`config.mk`:
```
export PLATFORM = sky130hd
export DESIGN_NAME = lfsr_encrypter_flat
export DESIGN_NICKNAME = d
export VERILOG_FILES = /design/src/rtl/lfsr_pkg.sv /design/src/rtl/lfsr_encrypter_if.sv /design/src/rtl/lfsr_encrypter_lfsr6b.sv /design/src/rtl/lfsr_encrypter.sv /design/src/flat_wrapper.sv
export SDC_FILE = /design/constraint.sdc
export NUM_CORES = 1
export LEC_CHECK = 0
export BUFFER_PORTS_ARGS = -buffer_cell sky130_fd_sc_hd__buf_2
export CAP_MARGIN = 20
export CORE_ASPECT_RATIO = 1.5
export CORE_MARGIN = 4
export CORE_UTILIZATION = 45
export CTS_CLUSTER_SIZE = 40
export DETAILED_ROUTE_END_ITERATION = 12
export MAX_ROUTING_LAYER = met4
export PLACE_DENSITY_LB_ADDON = 0.25
export SETUP_SLACK_MARGIN = 0.5
export SYNTH_ARGS = -nofsm -noshare
export SYNTH_HDL_FRONTEND = slang
export SYNTH_SLANG_ARGS = --single-unit
export TNS_END_PERCENT = 30
```
`constraint.sdc`:
```
create_clock -name clk -period 3.8 [get_ports clk]
set_clock_uncertainty 0.15 [all_clocks]
set_input_delay 0.19 -clock clk [delete_from_list [all_inputs] [get_ports clk]]
set_output_delay 0.19 -clock clk [all_outputs]
set_load 0.01 [all_outputs]
```
`src/rtl/lfsr_pkg.sv`:
```
// Shared definitions for the lab 5 LFSR cipher: tap table, preamble character,
// FSM state type and the LFSR step function.
package lfsr_pkg;

    localparam logic [5:0] LFSR_PTRN [6] = '{6'h21, 6'h2D, 6'h30, 6'h33, 6'h36, 6'h39};
    localparam logic [7:0] PAD_CHAR = 8'h5f;

    typedef enum logic [1:0] {
        IDLE,
        LOAD,
        RUN,
        DONE
    } state_t;

    // Shift left, feeding back the parity of the tapped bits into bit 0.
    function automatic logic [5:0] lfsr_next(input logic [5:0] cur, input logic [5:0] taps);
        return {cur[4:0], ^(cur & taps)};
    endfunction

endpackage

```
`src/rtl/lfsr_encrypter_if.sv`:
```
// Data memory port shared by the encrypter: combinational read, single write.
interface lfsr_encrypter_if;

    logic [7:0] raddr;
    logic [7:0] data_out;
    logic [7:0] waddr;
    logic       wr_en;
    logic [7:0] data_in;

    modport master (
        output raddr,
        input  data_out,
        output waddr,
        output wr_en,
        output data_in
    );

    modport slave (
        input  raddr,
        output data_out,
        input  waddr,
        input  wr_en,
        input  data_in
    );

endinterface

```
`src/rtl/lfsr_encrypter_lfsr6b.sv`:
```
// 6-bit Fibonacci-style LFSR with synchronous load (init) and step enable (en).
module lfsr6b
    import lfsr_pkg::*;
(
    input  logic       clk,
    input  logic       rst_n,
    input  logic       init,
    input  logic       en,
    input  logic [5:0] taps,
    input  logic [5:0] seed,
    output logic [5:0] q
);

    logic [5:0] state_q;
    logic [5:0] state_d;

    always_comb begin
        state_d = state_q;
        if (init) begin
            state_d = seed;
        end else if (en) begin
            state_d = lfsr_next(state_q, taps);
        end
    end

    always_ff @(posedge clk or negedge rst_n) begin
        if (!rst_n) begin
            state_q <= '0;
        end else begin
            state_q <= state_d;
        end
    end

    assign q = state_q;

endmodule

```
`src/rtl/lfsr_encrypter.sv`:
```
// LFSR cipher encrypter: preamble + message XOR keystream, written to OUT_BASE.
// Optional ENC_PARITY_EN replaces bit 7 of each written byte with even parity.
module lfsr_encrypter
    import lfsr_pkg::*;
#(
    parameter int OUT_BASE = 64,
    parameter int BLK_LEN  = 64
) (
    input  logic                    clk,
    input  logic                    init_n,
    input  logic                    start,
    input  logic [2:0]              tap_sel,
    input  logic [5:0]              seed,
    input  logic [5:0]              pre_len,
    lfsr_encrypter_if.master        mem,
    output logic                    busy,
    output logic                    done,
    output logic                    err
);

    localparam logic [7:0] BASE   = 8'(OUT_BASE);
    localparam logic [6:0] K_LAST = 7'(BLK_LEN - 1);

    state_t     state_q,   state_d;
    logic [6:0] k_q,       k_d;
    logic [2:0] tap_sel_q, tap_sel_d;
    logic [5:0] seed_q,    seed_d;
    logic [5:0] pre_len_q, pre_len_d;
    logic       busy_q,    busy_d;
    logic       done_q,    done_d;
    logic       err_q,     err_d;

    logic [5:0] lfsr_q;
    logic [5:0] taps;
    logic       run;
    logic       in_pre;
    logic [6:0] rd_off;
    logic [7:0] plain;
    logic [7:0] cipher;
    logic [7:0] cipher_out;

    always_comb begin
        state_d   = state_q;
        k_d       = k_q;
        tap_sel_d = tap_sel_q;
        seed_d    = seed_q;
        pre_len_d = pre_len_q;
        busy_d    = busy_q;
        done_d    = 1'b0;
        err_d     = 1'b0;
        case (state_q)
            IDLE: begin
                if (start) begin
                    if (tap_sel > 3'd5 || seed == 6'd0) begin
                        err_d = 1'b1;
                    end else begin
                        tap_sel_d = tap_sel;
                        seed_d    = seed;
                        pre_len_d = pre_len;
                        busy_d    = 1'b1;
                        state_d   = LOAD;
                    end
                end
            end
            LOAD: begin
                k_d     = '0;
                state_d = RUN;
            end
            RUN: begin
                k_d = k_q + 7'd1;
                if (k_q == K_LAST) begin
                    busy_d  = 1'b0;
                    done_d  = 1'b1;
                    state_d = DONE;
                end
            end
            DONE: begin
                state_d = IDLE;
            end
            default: begin
                state_d = IDLE;
            end
        endcase
    end

    always_ff @(posedge clk or negedge init_n) begin
        if (!init_n) begin
            state_q   <= IDLE;
            k_q       <= '0;
            tap_sel_q <= '0;
            seed_q    <= '0;
            pre_len_q <= '0;
            busy_q    <= 1'b0;
            done_q    <= 1'b0;
            err_q     <= 1'b0;
        end else begin
            state_q   <= state_d;
            k_q       <= k_d;
            tap_sel_q <= tap_sel_d;
            seed_q    <= seed_d;
            pre_len_q <= pre_len_d;
            busy_q    <= busy_d;
            done_q    <= done_d;
            err_q     <= err_d;
        end
    end

    assign taps = LFSR_PTRN[tap_sel_q];

    lfsr6b u_lfsr (
        .clk   (clk),
        .rst_n (init_n),
        .init  (state_q == LOAD),
        .en    (state_q == RUN),
        .taps  (taps),
        .seed  (seed_q),
        .q     (lfsr_q)
    );

    assign run    = (state_q == RUN);
    assign in_pre = (k_q < {1'b0, pre_len_q});
    assign rd_off = k_q - {1'b0, pre_len_q};
    assign plain  = in_pre ? PAD_CHAR : mem.data_out;
    assign cipher = plain ^ {2'b00, lfsr_q};

`ifdef ENC_PARITY_EN
    // cipher[7] ^ (^cipher) equals ^cipher[6:0], giving even parity over the byte.
    assign cipher_out = {cipher[7] ^ (^cipher), cipher[6:0]};
`else
    assign cipher_out = cipher;
`endif

    assign mem.raddr   = (run && !in_pre) ? {1'b0, rd_off} : 8'd0;
    assign mem.waddr   = run ? (BASE + {1'b0, k_q}) : 8'd0;
    assign mem.wr_en   = run;
    assign mem.data_in = run ? cipher_out : 8'd0;

    assign busy = busy_q;
    assign done = done_q;
    assign err  = err_q;

endmodule

```
`src/flat_wrapper.sv`:
```
// flat-port wrapper written by rule: the top's interface ports become plain ports
module lfsr_encrypter_flat import lfsr_pkg::*;
#(
    parameter int OUT_BASE = 64,
    parameter int BLK_LEN  = 64
)
  (clk, init_n, start, tap_sel, seed, pre_len, busy, done, err, mem_raddr, mem_data_out, mem_waddr, mem_wr_en, mem_data_in);
  lfsr_encrypter_if mem_i ();
  input  logic clk;
  input  logic init_n;
  input  logic start;
  input  logic [2:0] tap_sel;
  input  logic [5:0] seed;
  input  logic [5:0] pre_len;
  output logic busy;
  output logic done;
  output logic err;
  output wire logic [$bits(mem_i.raddr)-1:0] mem_raddr;
  input wire logic [$bits(mem_i.data_out)-1:0] mem_data_out;
  output wire logic [$bits(mem_i.waddr)-1:0] mem_waddr;
  output wire logic [$bits(mem_i.wr_en)-1:0] mem_wr_en;
  output wire logic [$bits(mem_i.data_in)-1:0] mem_data_in;
  assign mem_raddr = mem_i.raddr;
  assign mem_i.data_out = mem_data_out;
  assign mem_waddr = mem_i.waddr;
  assign mem_wr_en = mem_i.wr_en;
  assign mem_data_in = mem_i.data_in;
  lfsr_encrypter #(.OUT_BASE(OUT_BASE), .BLK_LEN(BLK_LEN)) u_core (.clk(clk), .init_n(init_n), .start(start), .tap_sel(tap_sel), .seed(seed), .pre_len(pre_len), .mem(mem_i), .busy(busy), .done(done), .err(err));
endmodule
```
# == Word level (Yosys, flattened, before mapping) ==
# Memories as Yosys holds them, arrays and structs flattened.
# Cells that the tools add are included.
# classes
mul,0
n_reduce_logical,11
div,0
muxes,22
eq_ne,7
bitwise,4
add_sub_neg,3
shifts,0
magnitude_cmp,3
# op_table
operator,count
$mux W6,4
$mux W8,3
$pmux W7 S2,1
$add A7 B7 Y8 const A,1
$mux W1,8
$pmux W2 S4,1
$xor A8 B6 Y8,1
$add A7 B1 Y7 const B,1
$eq A7 B6 Y1 const B,1
$lt A7 B6 Y1,1
$mux W7,1
$sub A7 B6 Y7,1
$and A6 B6 Y6,1
$logic_not A6 Y1,1
$mux W2,3
$ne A2 B2 Y1 const B,3
$reduce_and A3 Y1,2
$reduce_xor A6 Y1,1
$eq A2 B2 Y1 const B,2
$ge A4 B4 Y1 const B,1
$not A3 Y4,1
$reduce_and A4 Y1,1
$reduce_bool A2 Y1,2
$gt A3 B3 Y1 const B,1
other kinds (7),7
# word_totals
n_memories,1
mem_bits_rw,0
mem_bits_ro,48
reg_bits,33
latchBits,0
input_bits,26
# mem_list
memory,depth,word_bits,read_ports,rd_clocked_by_memory_dff,write_ports,line_no,text
(no name shown),8,6,1,0,0,lfsr_encrypter.sv:108,assign taps = LFSR_PTRN[tap_sel_q];

# == Longest topological paths before layout ==
# logic_depth
ltp_word,8
mapped_depth,10
depth_no_buf,10

# == Modules after synthesis ==
# A second synthesis with hierarchy kept.
# unflattened
cells_unflattened,238
hier_area_um2,2238.4
# by_module_without_submodules
mod,instances,cells_each,area_each_um2
lfsr_encrypter,1,201,1880.6
lfsr6b,1,37,357.8

# == Worst setup path after synthesis ==
# Ideal clock, no wire load.
# synth_timing
path_kind,reg-to-output
startpoint,reg u_core.k_q[1]
endpoint,out mem_raddr[3]
stages_incl_launch_ff,9
t_arrival_ns,2.045
path_slack_ns,1.415
n_path_buf,1
cell_sequence,dfrtp_1 -> ha_1 -> nor2b_1 -> o21ai_0 -> a21boi_2 -> nor2_1 -> or3_1 -> buf_2 -> nor3_1
# synth_via
elab_chain_cells,4
word_cells_on_any_way,5
# synth_rtl
element,line_no,text
start: declaration,lfsr_encrypter.sv:25,"logic [6:0] k_q, k_d;"
start signal: assignment,lfsr_encrypter.sv:98,k_q <= k_d;
$lt A7 B6 Y1,lfsr_encrypter.sv:121,"assign in_pre = (k_q < {1'b0, pre_len_q});"
$logic_not A1 Y1,lfsr_encrypter.sv:133,"assign mem.raddr = (run && !in_pre) ? {1'b0, rd_off} : 8'd0;"
$logic_and A1 B1 Y1,lfsr_encrypter.sv:133,
$mux W7 *,lfsr_encrypter.sv:133,
end: declaration,flat_wrapper.sv:18,output wire logic [$bits(mem_i.raddr)-1:0] mem_raddr;
# Every way passes the cells marked *; elsewhere a longest branch is shown, timed or not.

# == Worst setup path in the final report ==
# layout_timing
startpoint,reg u_core.k_q[1]
endpoint,out mem_raddr[5]
# The elaborated chain is that of the path after synthesis.

==> results.yml <==
critical_path:
  cpLargestDelayFamily: "simple AND/OR/NAND/NOR gates"
  worst_r2r_path_depth: 5
  reg2reg_slack_ns: 1.58
  worstReg2RegEnd: "u_core.u_lfsr.q[0]"
  path_buf_inv: 1
  critPathSlowestCell: "or3_1"
  r2r_start: "u_core.state_q[0]"
  worst_setup_path_end_kind: "output port"
  cpPeakStageDelay_ns: 0.49
  critical_path_class: "register to output port"
  cp.required_ns: 3.46
  crit_chain: "ha_1, nor2b_1, o21ai_0, a21boi_2, nor2_1, or3_1, nor3_1, buf_2"
  critPathMaxFanout: 9
  critPathLaunchType: "register"
  crit_arrival_ns: 2.59
power:
  leakage_uw: 0.001291
  peakVddDrop_v: 0.0002089
  power_density_mw_per_mm2: 257.1
timing:
  min_period_ns: 2.933
  fin_ws_ns: 0.8666
  hold_violations: 1
  setup_viol_count_final: 0
  slew_headroom_pct: 43.80
  worst_pin_slew_ns: 0.8430
  fin_hold_ws_ns: -0.0008892
  rsz0062_at_grt: "false"
  clock.fmax_mhz: 340.9
  timing.final.max_slew_violations: 0
  finalCritPeriodShare_pct: 77.19
  tns_ns: 0
clock_network:
  clk_path_buf_depth: 2
  clk_latency_ns: 0.27
  clk_pin_slew_worst_paths_ns: 0.06
  cts_made_buffers: 5
  cts.sinks: 33
  cts_root_buffer: "clkbuf_8"
  htreeDepth: 2
  cts_resized: 0
  cts_tree: "done"
final_layout:
  layout.cells.most_common_list: "52 x buf_2, 36 x nor2_1, 33 x dfrtp_1"
  layout-drive-gt1-share_pct: 24.65
  layout_commonest_cell: "buf_2"
  area_growth_pct: 21.18
  final_util_pct: 57.69
  nets: 325
  diodes: 0
drt:
  drt-pass1-iter-count: 4
  drc_errors: 0
  met1_length_um: 1823
  drtIter0Drc: 97
  num_vias: 1749
  wl_met2_um: 2461
  wl_per_cell_um: 13.52
  ant_nets: 0
  highest_layer: "met4"
  via_per_inst: 5.237
  dr_wl_met3_um: 192
  wl_um: 4516
global_routing:
  track_usage_pct: 17.58
  grt_pass1_vias: 1787
  grt_antenna_before_repair: 0
  grt_max_degree: 34
  gr-total-overflow: 0
  grt_pass1_wl_um: 7886
yosys:
  synth_cells: 231
  avgSynthCellArea_um2: 8.899
  mappedNetlistNets: 268
  yosys.area.top_type_share_pct: 40.17
  netlist-cell-type-count: 38
  synth-seq-cells: 33
  synth_async_sr_flop_share_pct: 100.0
  synthesis.area_mm2: 0.002056
  yosys_most_used_dff: "dfrtp_1"
  yosysSeqAreaShare_pct: 40.17
  yosys.area.top_type: "dfrtp_1"
  synth_area_leaders: "dfrtp_1 40%, nor2_1 6.6%, ha_1 6.1%, mux2_2 5.5%, o21ai_0 4.4%"
  ys_warn_count: 0
  synth_edf_count: 0
placement:
  port_buffers: 52
  place_ws_ns: 1.197
  gp_congestion: 0.8345
  dp_hpwl_um: 3461
floorplanning:
  die_h_um: 90.78
  initial_core_util_pct: 47.61
  row_count: 29
  pin_count: 54
  fp.coreArea_mm2: 0.004318
  die-area_mm2: 0.005736
  fp.dieW_um: 63.19
run:
  maxCapViolations: 0
min_path:
  holdPathStages: 3
  hold_path.class: "input port to register"
  hp-start: "pre_len[1]"
  min_to: "u_core.pre_len_q[1]"
outcome:
  status: "finished with violations"
  violations: "negative hold slack"
stage by stage:
stage | cell area (um^2) | cells | hold WS, ns | power (uW)
2_1_floorplan | 2056 | 231 | -0.2556 | 362.4
3_3_place_gp | 2325 | 319 | 0.1511 | 383.3
4_1_cts | 2481 | 333 | 0.0003960 | 649.9
3_5_place_dp | 2325 | 319 | 0.1485 | 383.6
6_report | 2491 | 334 | -0.0008892 | 640.5
5_1_grt | 2491 | 334 | 0.003518 | 671.9
kinds of logic after synthesis:
logic type | Yosys count | share of synthesized area (%)
compound gates | 46 | 14.00
other cells | 1 | 0.1824
mux | 18 | 9.373
fa+ha+maj | 11 | 7.060
buf+inv | 28 | 5.843
simple gates | 83 | 18.68
xor+xnor | 11 | 4.687
flops | 33 | 40.17
tightest hold or removal path: stages:
cell	delay [ns]
buf_2	0.08
nand2_1	0.05
o21ai_0	0.07
flip-flops by register name (all words and copies together) (netlist names):
signal / flops
u_core.busy: 1
u_core.done: 1
u_core.u_lfsr.q: 6
u_core.pre_len_q: 6
u_core.err: 1
u_core.tap_sel_q: 3
u_core.state_q: 2
u_core.k_q: 7
u_core.seed_q: 6
routing by layer:
layer / up-vias / GRT usage (%)
met5: - / -
met4: 0 / 5.405
met3: 4 / 4.110
met2: 33 / 32.33
met1: 816 / 18.23
li1: 896 / -
cell type report:
cell class | count | area (um^2)
clock buffers | 7 | 86.33
fillers | 406 | 1827
inverters | 17 | 63.81
multi-input cells | 170 | 1110
flip-flops and latches | 33 | 825.8
well taps | 46 | 57.56
repair buffers | 61 | 347.8
power by group:
part / internal (uW) / leakage, uW / total (uW) / switching [uW]
Sequential: 351 / 0.000415 / 351 / 0
Clock: 143 / 0.0000443 / 258 / 115
Combinational: 16.3 / 0.000831 / 31.0 / 14.7
worst max path at each step:
stage,startpoint,to,slack (ns),depth (start not counted)
after CTS,u_core.k_q[1],mem_raddr[5],0.86,8
after global routing,u_core.k_q[1],mem_raddr[5],0.66,8
final,u_core.k_q[1],mem_raddr[5],0.87,8
after detailed placement,u_core.k_q[1],mem_raddr[5],1.20,8
after floorplan,u_core.k_q[1],mem_raddr[3],1.42,8
after global placement,u_core.k_q[1],mem_raddr[3],1.26,8
what timing repair did:
action                                 in CTS  in global routing
hold buffers                                7                  1
buffers inserted                            0                  0
endpoints found under the hold margin      39                  1
cells in the mapped netlist (all sizes together), types with 3 or more instances:
cell and n:
nor2 36, dfrtp 33, o21ai 20, inv 17
nand2 17, a21oi 10, ha 10, mux2 10
xnor2 9, mux2i 8, nor3 7, buf 6
and2 5, clkbuf 5, nand3 5, o21a 5
and3 4, o2bb2ai 3
Note: power is estimated with default switching activity, not from simulation.
